<file path="config.mk">
export PLATFORM = sky130hd
export DESIGN_NAME = depacketizer_flat
export DESIGN_NICKNAME = d
export VERILOG_FILES = /design/src/rtl/depkt_pkg.sv /design/src/rtl/depkt_if.sv /design/src/rtl/depkt_sync.sv /design/src/rtl/depacketizer.sv /design/src/flat_wrapper.sv
export SDC_FILE = /design/constraint.sdc
export NUM_CORES = 1
export LEC_CHECK = 0
export BUFFER_PORTS_ARGS = -buffer_cell sky130_fd_sc_hd__buf_4
export CORE_MARGIN = 2
export CORE_UTILIZATION = 53
export DETAILED_ROUTE_END_ITERATION = 6
export PLACE_DENSITY_LB_ADDON = 0.2
export SLEW_MARGIN = 20
export SYNTH_ARGS = -nofsm -noshare
export SYNTH_HDL_FRONTEND = slang
export SYNTH_SLANG_ARGS = --single-unit
</file>
<file path="constraint.sdc">
create_clock -name clk -period 3.1 [get_ports clk]
set_input_delay 0.62 -clock clk [delete_from_list [all_inputs] [get_ports clk]]
set_output_delay 0.62 -clock clk [all_outputs]
set_load 0.02 [all_outputs]
</file>
<file path="src/rtl/depkt_pkg.sv">
// Shared constants and FSM state type for the depacketizer.
package depkt_pkg;

    localparam int ALT_LEN  = 224;
    localparam int FLIP_LEN = 32;
    localparam int MODE_LEN = 8;
    localparam int LEN_BITS = 16;
    localparam int PAD_LEN  = 40;
    localparam int HDR_LEN  = 320;

    typedef enum logic [2:0] {
        ST_HUNT,
        ST_SYNC,
        ST_FLIP,
        ST_MODE,
        ST_LEN,
        ST_PAD,
        ST_PLD
    } depkt_state_t;

    // Payload length in symbols: BPSK carries 1 bit per symbol, QPSK 2.
    function automatic logic [15:0] sym_len_f(input logic [15:0] len_bits, input logic is_bpsk);
        return is_bpsk ? len_bits : (len_bits >> 1);
    endfunction

endpackage

</file>
<file path="src/rtl/depkt_if.sv">
// Symbol stream in / payload stream out; neither direction has a ready.
interface depkt_if;
    logic [1:0] I_tdata;
    logic       I_tvalid;
    logic [1:0] O_tdata;
    logic       O_tvalid;
    logic       O_tlast;
    logic       O_tuser;

    modport master (output I_tdata, I_tvalid, input O_tdata, O_tvalid, O_tlast, O_tuser);
    modport slave  (input I_tdata, I_tvalid, output O_tdata, O_tvalid, O_tlast, O_tuser);
endinterface

</file>
<file path="src/rtl/depkt_sync.sv">
// Preamble alternation tracker: HUNT (idle) | SYNC (counting alternations) |
// FLIP (checking the 31 symbols after the phase flip).
module depkt_sync
    import depkt_pkg::*;
#(
    parameter int SYNC_MIN = 64
) (
    input  logic clk,
    input  logic rst_n,
    input  logic i_en,
    input  logic i_valid,
    input  logic i_bit,
    output logic o_flip_found,
    output logic o_flip_err
);

    depkt_state_t r_state;
    logic         r_prev;
    logic [7:0]   r_alt_cnt;
    logic [4:0]   r_flip_cnt;
    logic         w_step;
    logic         w_alt;

    assign w_step = i_en & i_valid;
    assign w_alt  = i_bit ^ r_prev;

    // Combinational so the top can take the very next symbol as mode bit 0.
    assign o_flip_found = w_step && (r_state == ST_FLIP) && w_alt
                          && (r_flip_cnt == 5'(FLIP_LEN - 1));
    assign o_flip_err   = w_step && (r_state == ST_FLIP) && !w_alt;

    always_ff @(posedge clk) begin
        if (!rst_n) begin
            r_state    <= ST_HUNT;
            r_prev     <= 1'b0;
            r_alt_cnt  <= '0;
            r_flip_cnt <= '0;
        end else if (w_step) begin
            r_prev <= i_bit;
            case (r_state)
                ST_HUNT: begin
                    r_state   <= ST_SYNC;
                    r_alt_cnt <= 8'd1;
                end
                ST_SYNC: begin
                    if (w_alt) begin
                        if (r_alt_cnt != 8'hFF) r_alt_cnt <= r_alt_cnt + 8'd1;
                    end else if (r_alt_cnt >= 8'(SYNC_MIN)) begin
                        r_state    <= ST_FLIP;
                        r_flip_cnt <= 5'd1;
                        r_alt_cnt  <= '0;
                    end else begin
                        r_alt_cnt <= 8'd1;
                    end
                end
                ST_FLIP: begin
                    if (!w_alt || (r_flip_cnt == 5'(FLIP_LEN - 1))) begin
                        r_state    <= ST_HUNT;
                        r_flip_cnt <= '0;
                        r_alt_cnt  <= '0;
                    end else begin
                        r_flip_cnt <= r_flip_cnt + 5'd1;
                    end
                end
                default: r_state <= ST_HUNT;
            endcase
        end
    end

endmodule

</file>
<file path="src/rtl/depacketizer.sv">
// Frame depacketizer: header decode (MODE/LEN/PAD) and payload streaming.
// Optional stats counters enabled by DEPKT_STATS_EN.
module depacketizer
    import depkt_pkg::*;
#(
    parameter int SYNC_MIN = 64
) (
    input  logic        clk,
    input  logic        rst_n,
    depkt_if.slave      s_if,
    output logic        hdr_vld,
    output logic [15:0] pld_len,
    output logic        hdr_err
`ifdef DEPKT_STATS_EN
    ,
    output logic [15:0] pkt_cnt,
    output logic [15:0] err_cnt
`endif
);

    // state | meaning
    // HUNT  | preamble search, owned by depkt_sync
    // MODE  | 8 mode symbols, majority vote against 10101010
    // LEN   | 16 length bits, MSB first
    // PAD   | 40 ignored symbols
    // PLD   | payload forwarding
    depkt_state_t r_state;
    logic [5:0]   r_cnt;
    logic [3:0]   r_match;
    logic         r_bpsk;
    logic [15:0]  r_len_sh;
    logic [15:0]  r_sym_len;
    logic [15:0]  r_pld_cnt;
    logic [15:0]  r_pld_len;
    logic         r_hdr_vld;
    logic         r_hdr_err;
    logic [1:0]   r_o_tdata;
    logic         r_o_tvalid;
    logic         r_o_tlast;
    logic         r_o_tuser;

    logic         w_vld;
    logic         w_bit;
    logic         w_flip_found;
    logic         w_flip_err;
    logic [3:0]   w_match_tot;
    logic [15:0]  w_len_nxt;
    logic [15:0]  w_sym_len;
    logic         w_pld_last;

    assign w_vld = s_if.I_tvalid;
    assign w_bit = s_if.I_tdata[0];

    depkt_sync #(.SYNC_MIN(SYNC_MIN)) u_sync (
        .clk          (clk),
        .rst_n        (rst_n),
        .i_en         (r_state == ST_HUNT),
        .i_valid      (w_vld),
        .i_bit        (w_bit),
        .o_flip_found (w_flip_found),
        .o_flip_err   (w_flip_err)
    );

    // r_cnt counts down from MODE_LEN-1, so the expected mode bit is its LSB.
    assign w_match_tot = r_match + {3'b000, (w_bit == r_cnt[0])};
    assign w_len_nxt   = {r_len_sh[14:0], w_bit};
    assign w_sym_len   = sym_len_f(w_len_nxt, r_bpsk);
    assign w_pld_last  = (r_pld_cnt == r_sym_len - 16'd1);

    always_ff @(posedge clk) begin
        if (!rst_n) begin
            r_state    <= ST_HUNT;
            r_cnt      <= '0;
            r_match    <= '0;
            r_bpsk     <= 1'b1;
            r_len_sh   <= '0;
            r_sym_len  <= '0;
            r_pld_cnt  <= '0;
            r_pld_len  <= '0;
            r_hdr_vld  <= 1'b0;
            r_hdr_err  <= 1'b0;
            r_o_tdata  <= '0;
            r_o_tvalid <= 1'b0;
            r_o_tlast  <= 1'b0;
            r_o_tuser  <= 1'b1;
        end else begin
            r_hdr_vld  <= 1'b0;
            r_hdr_err  <= 1'b0;
            r_o_tdata  <= '0;
            r_o_tvalid <= 1'b0;
            r_o_tlast  <= 1'b0;
            r_o_tuser  <= 1'b1;
            case (r_state)
                ST_HUNT: begin
                    if (w_flip_err) r_hdr_err <= 1'b1;
                    if (w_flip_found) begin
                        r_state <= ST_MODE;
                        r_cnt   <= 6'(MODE_LEN - 1);
                        r_match <= '0;
                    end
                end
                ST_MODE: if (w_vld) begin
                    r_match <= w_match_tot;
                    if (r_cnt == 6'd0) begin
                        if (w_match_tot >= 4'd5) begin
                            r_bpsk  <= 1'b1;
                            r_state <= ST_LEN;
                            r_cnt   <= 6'(LEN_BITS - 1);
                        end else if (w_match_tot <= 4'd3) begin
                            r_bpsk  <= 1'b0;
                            r_state <= ST_LEN;
                            r_cnt   <= 6'(LEN_BITS - 1);
                        end else begin
                            r_state   <= ST_HUNT;
                            r_hdr_err <= 1'b1;
                        end
                    end else begin
                        r_cnt <= r_cnt - 6'd1;
                    end
                end
                ST_LEN: if (w_vld) begin
                    r_len_sh <= w_len_nxt;
                    if (r_cnt != 6'd0) begin
                        r_cnt <= r_cnt - 6'd1;
                    end else if (w_sym_len == 16'd0) begin
                        r_state   <= ST_HUNT;
                        r_hdr_err <= 1'b1;
                    end else begin
                        r_state   <= ST_PAD;
                        r_cnt     <= 6'(PAD_LEN - 1);
                        r_hdr_vld <= 1'b1;
                        r_pld_len <= w_len_nxt;
                        r_sym_len <= w_sym_len;
                    end
                end
                ST_PAD: if (w_vld) begin
                    if (r_cnt == 6'd0) begin
                        r_state   <= ST_PLD;
                        r_pld_cnt <= '0;
                    end else begin
                        r_cnt <= r_cnt - 6'd1;
                    end
                end
                ST_PLD: begin
                    r_o_tuser <= r_bpsk;
                    if (w_vld) begin
                        r_o_tvalid <= 1'b1;
                        r_o_tdata  <= r_bpsk ? {1'b0, w_bit} : s_if.I_tdata;
                        r_o_tlast  <= w_pld_last;
                        if (w_pld_last) begin
                            r_state   <= ST_HUNT;
                            r_pld_cnt <= '0;
                        end else begin
                            r_pld_cnt <= r_pld_cnt + 16'd1;
                        end
                    end
                end
                default: r_state <= ST_HUNT;
            endcase
        end
    end

    assign s_if.O_tdata  = r_o_tdata;
    assign s_if.O_tvalid = r_o_tvalid;
    assign s_if.O_tlast  = r_o_tlast;
    assign s_if.O_tuser  = r_o_tuser;
    assign hdr_vld       = r_hdr_vld;
    assign hdr_err       = r_hdr_err;
    assign pld_len       = r_pld_len;

`ifdef DEPKT_STATS_EN
    logic [15:0] r_pkt_cnt;
    logic [15:0] r_err_cnt;

    always_ff @(posedge clk) begin
        if (!rst_n) begin
            r_pkt_cnt <= '0;
            r_err_cnt <= '0;
        end else begin
            if (r_o_tlast) r_pkt_cnt <= r_pkt_cnt + 16'd1;
            if (r_hdr_err) r_err_cnt <= r_err_cnt + 16'd1;
        end
    end

    assign pkt_cnt = r_pkt_cnt;
    assign err_cnt = r_err_cnt;
`endif

endmodule

</file>
<file path="src/flat_wrapper.sv">
// flat-port wrapper written by rule: the top's interface ports become plain ports
module depacketizer_flat import depkt_pkg::*;
#(
    parameter int SYNC_MIN = 64
)
  (clk, rst_n, hdr_vld, pld_len, hdr_err, s_if_I_tdata, s_if_I_tvalid, s_if_O_tdata, s_if_O_tvalid, s_if_O_tlast, s_if_O_tuser);
  depkt_if s_if_i ();
  input  logic clk;
  input  logic rst_n;
  output logic hdr_vld;
  output logic [15:0] pld_len;
  output logic hdr_err;
  input wire logic [$bits(s_if_i.I_tdata)-1:0] s_if_I_tdata;
  input wire logic [$bits(s_if_i.I_tvalid)-1:0] s_if_I_tvalid;
  output wire logic [$bits(s_if_i.O_tdata)-1:0] s_if_O_tdata;
  output wire logic [$bits(s_if_i.O_tvalid)-1:0] s_if_O_tvalid;
  output wire logic [$bits(s_if_i.O_tlast)-1:0] s_if_O_tlast;
  output wire logic [$bits(s_if_i.O_tuser)-1:0] s_if_O_tuser;
  assign s_if_i.I_tdata = s_if_I_tdata;
  assign s_if_i.I_tvalid = s_if_I_tvalid;
  assign s_if_O_tdata = s_if_i.O_tdata;
  assign s_if_O_tvalid = s_if_i.O_tvalid;
  assign s_if_O_tlast = s_if_i.O_tlast;
  assign s_if_O_tuser = s_if_i.O_tuser;
  depacketizer #(.SYNC_MIN(SYNC_MIN)) u_core (.clk(clk), .rst_n(rst_n), .s_if(s_if_i), .hdr_vld(hdr_vld), .pld_len(pld_len), .hdr_err(hdr_err));
endmodule
</file>
==> results of run 1 <==
==> report_power, final <==
group | leakage (nW) | switching (W) | total [W] | internal, W
logic | 1.30 | 0.000300 | 0.000496 | 0.000195
clock network | 0.0900 | 0.000474 | 0.000779 | 0.000305
registers | 0.806 | 0.0000545 | 0.00137 | 0.00132
==> path summary, 6_finish.rpt <==
kind	slack (ps)	start	endpoint	cells past startpoint
worst max register to register	250	u_core.r_sym_len[0]	u_core.r_pld_cnt[12]	10
worst min register to register	460	u_core.pld_len[15]	u_core.pld_len[15]	2
worst min-delay path	460	u_core.pld_len[15]	u_core.pld_len[15]	2
worst max-delay path	250	u_core.r_sym_len[0]	u_core.r_pld_cnt[12]	10
==> cell usage after synthesis (13+ instances only) <==
master,n
xor2_1,20
dfxtp_1,100
clkbuf_1,32
nor3_1,20
mux2i_1,15
ha_1,13
o21ai_0,28
a211oi_1,18
xnor2_1,21
inv_1,18
nand2_1,101
a21oi_1,67
nor2_1,67
nand3_1,25
==> state kept, by name, summed over array words and instances (netlist names), 2 cells and up <==
name,cells
u_core.pld_len,16
u_core.r_pld_cnt,16
u_core.r_sym_len,16
u_core.r_len_sh,15
u_core.u_sync.r_alt_cnt,8
u_core.r_cnt,6
u_core.u_sync.r_flip_cnt,5
u_core.r_match,4
u_core.r_state,3
u_core.s_if.O_tdata,2
u_core.u_sync.r_state,2
==> cell usage in the layout (no fill, tap or decap), drive strengths merged, types with 5 or more instances in the layout <==
cell type and instances:
a31oi 5, xnor2 21, and3 9, a211oi 18, nor3b 5, xor2 20, nand2 101, clkbuf 11
nand3b 5, nor2 67, nor4 11, or3 8, inv 20, o21ai 30, dfxtp 100, or4 7
nand4 6, and2 6, nor3 20, ha 13, buf 43, mux2i 16, a21oi 67, nand3 25
==> kinds of logic after synthesis <==
group | after synthesis | share of synthesized area [%]
compound gates | 144 | 16.8
buf+inv | 53 | 4.01
xor+xnor | 41 | 6.93
fa+ha+maj | 13 | 3.14
flops | 100 | 38.6
mux | 18 | 3.84
simple gates | 286 | 26.6
==> routing by layer <==
| metal | GRT usage (%) | part of all wire (%) | vias up |
|---|---|---|---|
| met5 | 0 | 0 | - |
| met4 | 8.70 | 2.0 | 0 |
| met3 | 6.37 | 4.2 | 23 |
| met2 | 36.2 | 45 | 105 |
| met1 | 30.8 | 49 | 2107 |
| li1 | - | - | 2343 |
==> worst reg2reg max path: stages, from the launching register on <==
cell,delay (ps)
dfxtp_1,370
inv_1,80
ha_1,150
or4b_4,490
or4_4,450
mux2_4,320
mux2i_4,180
nand4_4,170
o31ai_4,320
buf_12,170
nor2_1,50
==> metrics by stage <==
step / setup slack [ps] / power, W / hold WS, ps
after floorplan: 113 / 0.00178 / 445
after global placement: 234 / 0.00187 / 447
after detailed placement: 137 / 0.00189 / 447
after CTS: 126 / 0.00267 / 461
after global routing: 125 / 0.00280 / 469
final: 252 / 0.00265 / 459
==> area by class of cell <==
| type | count | area share, % |
|---|---|---|
| clock buffers | 11 | 2.30 |
| clock inverters | 5 | 0.809 |
| inverters | 18 | 1.18 |
| multi-input cells | 502 | 52.0 |
| flip-flops and latches | 100 | 35.0 |
| well taps | 133 | 2.91 |
| repair buffers | 43 | 5.86 |
==> results.ini, run 1 <==
[setup_path]
crit_path_end_kind=flip-flop
cp-start-kind=flip-flop
required_ps=3380
worstPathArrival_ps=3130
crit_chain=inv_1 > ha_1 > or4b_4 > or4_4 > mux2_4 > mux2i_4 > nand4_4 > o31ai_4 > buf_12 > nor2_1
cp_max_fo=12
cp_slowest_stage_delay_ps=490
cp_slowest_cell=or4b_4
crit_family=simple AND/OR/NAND/NOR gates
criticalPathCategory=flip-flop to flip-flop
crit_buf_inv=2

[yosys]
yosys_warnings=0
synth_cells=655
ys_seq_area_share_pct=38.6
synth-main-ff-cell=dfxtp_1
synthTopCellsByArea=dfxtp_1 (39%), nand2_1 (7.3%), a21oi_1 (6.5%), nor2_1 (4.9%), xnor2_1 (3.6%)
postSynthAreaPerCell_sq_um=7.91
synth_area_leader_cell=dfxtp_1
synth_largest_type_area_fraction_pct=38.6
synth_enable_flop_cells=0
synth_seq_cells=100
ys_types=63
syn_nets=673
synthArstFlopShare_pct=0
synth_area_sq_um=5180

[clocking]
cts_tree=done
hold_buffers=0
cts_buffers=9
clk_latency_ps=390
post_cts_buffers=0
cts_resized=0
clock_sinks=100
cts-root-buf=clkbuf_8
cts_max_level=3
path_clk_slew_ps=100
clockBufferDepth=2

[cells_and_area]
fin_area_sq_um=5720
multi_input_area_sq_um=2980
fillCellCount=925
regArea_sq_um=2000
layout.nets=692
drive_gt1_share_pct=10.8
fin_util_pct=59.4
synthToLayoutAreaGrowth_pct=10.5
n_antenna_cell=0
stdcell_count=812

[flow_run]
maxCapViolCount=0

[place]
io_buffers=27
dp_hpwl_um=8240
placed_cell_area_sq_um=5530
place_congestion=0.895
post-place-cells=795

[floorplan]
initial_core_util_pct=53.7
coreArea_sq_um=9640
io_pins=28
num_rows=36
die_h_um=103
die_x_um=103
dieArea_sq_um=10600

[global_routing]
grt_max_degree=57
grt_overflow=0
grt_first_pass_wirelength_um=19300
grt_pass1_vias=4141
antenna_found_initial=0
track_usage_pct=23.2

[timing]
min_period_ps=2850
maxSlewViolCount=0
skew_ps=13.5
maxSlewHeadroom_pct=54.1
rsz0062_at_grt=false
worst_slew_pin_slew_ps=682
min_period_over_period_pct=91.9
tns_ps=0
setup_viol=0
fmax_mhz=351
finalHoldViolCount=0

[drt]
wirelength_um=11600
firstDrtPassIters=5
viasPerCell=5.64
drc=0
routed-via-count=4578
wl_per_cell_um=14.3
drtAntennaViolNets=0
drt_iter0_markers=194

[status]
status=complete, no violations

[power]
power.density_nw_per_um2=463
peakVddDrop_uv=430
p_leak_nw=2.20

[worst_hold_path]
worst_hold_path_type=flip-flop to flip-flop

(Power assumes the default switching activity.)
==> run 2: changes to the inputs <==
CELL_PAD_IN_SITES_DETAIL_PLACEMENT = 2   (was unset)
CELL_PAD_IN_SITES_GLOBAL_PLACEMENT = 2   (was unset)
CORE_UTILIZATION = 33   (was 53)
==> run 2 against run 1 <==
Global-route usage shrank 2.8 points; critical endpoint is now u_core.r_pld_cnt[6]; hold slack is essentially flat; non-clock buffer count grew 8; clock power grew 57%; cell area grew 5.2%; largest power group unchanged; flip-flop and latch count is the same.
==> results.ini, run 2 (same netlist as run 1, synthesis figures left out) <==
[status]
status=complete, no violations

[clocking]
cts_buffers=9  ; unchanged
cts_max_level=3  ; unchanged
clock_sinks=100  ; unchanged
path_clk_slew_ps=80  ; -20 ps
cts_tree=done
clk_latency_ps=370  ; -20 ps
cts-root-buf=clkbuf_16
hold_buffers=0  ; unchanged
clockBufferDepth=2  ; unchanged

[drt]
drc=0  ; unchanged
firstDrtPassIters=4  ; -1
viasPerCell=5.33  ; -5.4%
routed-via-count=4788  ; +4.6%
drt_iter0_markers=179  ; -7.7%
wl_per_cell_um=17.8  ; +24%
drtAntennaViolNets=0  ; unchanged
wirelength_um=16000  ; +38%

[timing]
finalHoldViolCount=0  ; unchanged
fmax_mhz=348  ; -0.85%
worst_slew_pin_slew_ps=650  ; -31.3 ps
rsz0062_at_grt=false
tns_ps=0  ; unchanged
min_period_over_period_pct=92.6  ; +0.79 points
maxSlewHeadroom_pct=56.2  ; +2.1 points
setup_viol=0  ; unchanged
skew_ps=12.7  ; -0.722 ps
maxSlewViolCount=0  ; unchanged
fin_hold_ws_ps=459  ; +0.358 ps
min_period_ps=2870  ; +24.3 ps

[cells_and_area]
stdcell_count=898  ; +11%
n_antenna_cell=0  ; unchanged
final_cell_mix=nand2_1 (101), dfxtp_1 (100), a21oi_1 (67), nor2_1 (67), buf_4 (49)
drive_gt1_share_pct=11.9  ; +1.2 points
final_common_cell=nand2_1
synthToLayoutAreaGrowth_pct=16.3
layout.nets=700  ; +1.2%

[power]
swShare_pct=30.7  ; -0.57 points
share_comb_of_total_power_pct=17.2  ; -1.5 points
p_leak_nw=2.29  ; +4.5%
power_frac_seq_pct=44.0  ; -7.9 points
peakVddDrop_uv=311  ; -28%
p_int_w=0.00217  ; +19%
power.density_nw_per_um2=521  ; +13%
switchingPower_w=0.000964  ; +16%
pwr-share-clk_pct=38.7  ; +9.3 points

[global_routing]
grtUsageMet2_pct=36.5  ; +0.33 points
grt_pass1_vias=5266  ; +27%
track_usage_pct=20.4  ; -2.8 points
antenna_found_initial=0  ; unchanged
grt_first_pass_wirelength_um=26900  ; +40%
grt_max_degree=46  ; -19%
use_met1_pct=24.7  ; -6.2 points
grt_overflow=0  ; unchanged
grt-busiest-layer=met2
grt_use_met3_pct=4.50  ; -1.9 points

[place]
dp_hpwl_um=11600  ; +40%
post-place-cells=881  ; +11%
io_buffers=27  ; unchanged
place_congestion=0.851  ; -4.9%

[floorplan]
num_rows=45  ; +25%
dieArea_sq_um=16700  ; +58%
coreArea_sq_um=15300  ; +58%
die_x_um=129  ; +26%
die_h_um=129  ; +26%
io_pins=28  ; unchanged
initial_core_util_pct=33.9  ; -20 points

[setup_path]
required_ps=3350  ; -30 ps
crit_buf_inv=2  ; unchanged
cp-start-kind=flip-flop
crit_chain=inv_1 > ha_1 > or4b_4 > or4_4 > mux2_4 > mux2i_4 > nand4_4 > o31ai_4 > buf_12 > nor2_1
worstPathArrival_ps=3120  ; about the same
crit_path_end_kind=flip-flop
crit_family=simple AND/OR/NAND/NOR gates
cp_slowest_cell=or4b_4
cp_max_fo=12  ; unchanged
criticalPathCategory=flip-flop to flip-flop
cp_slowest_stage_delay_ps=510  ; +20 ps

[worst_hold_path]
worst_hold_path_type=flip-flop to flip-flop

[flow_run]
maxCapViolCount=0  ; unchanged

[run 2: cell count changes in the layout (fill, tap and decap cells not counted)]
cell,change
buf_4,+7
clkbuf_16,+9
bufinv_16,+1
clkbuf_8,-9
clkbuf_1,-1
buf_12,+1
clkinv_4,-2
inv_8,+1
inv_6,+1
[run 2: metrics by stage]
stage                     total power [W]  utilization (%)  cell area, sq um  worst slack, ps
after global routing              0.00330             39.5              6020             88.6
after CTS                         0.00317             39.4              6000             44.2
after detailed placement          0.00195             37.3              5700             54.2
final                             0.00314             39.5              6020              228
after floorplan                   0.00178                -              5180              113
after global placement            0.00191             37.3              5700              219
[run 2: timing repair]
action | 4_1_cts | 5_1_grt
resized for setup | 0 | 0
setup endpoints to repair | 0 | 12
buffers inserted | 0 | 1
[run 2: final timing paths]
check / start / slack (ps) / depth (start not counted) / endpoint
setup / recovery: u_core.r_sym_len[1] / 230 / 10 / u_core.r_pld_cnt[6]
hold / removal: u_core.pld_len[6] / 460 / 2 / u_core.pld_len[6]
setup reg to reg: u_core.r_sym_len[1] / 230 / 10 / u_core.r_pld_cnt[6]
hold reg to reg: u_core.pld_len[6] / 460 / 2 / u_core.pld_len[6]
[run 2: worst reg2reg max path, delay by kind of cell (launching register included)]
family	cells	cell delay, ps
fa+ha+maj	1	160
simple gates	4	1190
flops	1	350
mux	2	520
compound gates	1	310
buf+inv	2	240
[run 2: per-layer routing]
metal  vias up  wire length (um)
met5         -                 0
met3        17               351
li1       2345                 -
met2        42              8080
met1      2384              7300
met4         0               237
[run 2: cell type report]
cell class,instances,area [sq um]
Sequential cell,100,2000
Inverter,18,67.6
Clock buffer,10,229
Clock inverter,6,78.8
Tap cell,211,264
Timing Repair Buffer,51,408
Multi-Input combinational cell,502,2980
Fill cell,1762,9230
[run 2: power groups by stage]
| stage | Sequential, W | Combinational (W) | Clock (W) |
|---|---|---|---|
| 2_1_floorplan | 0.00138 | 0.000399 | 0 |
| 3_3_place_gp | 0.00141 | 0.000508 | 0 |
| 3_5_place_dp | 0.00141 | 0.000533 | 0 |
| 4_1_cts | 0.00138 | 0.000548 | 0.00124 |
| 5_1_grt | 0.00139 | 0.000611 | 0.00130 |
| 6_report | 0.00138 | 0.000541 | 0.00122 |
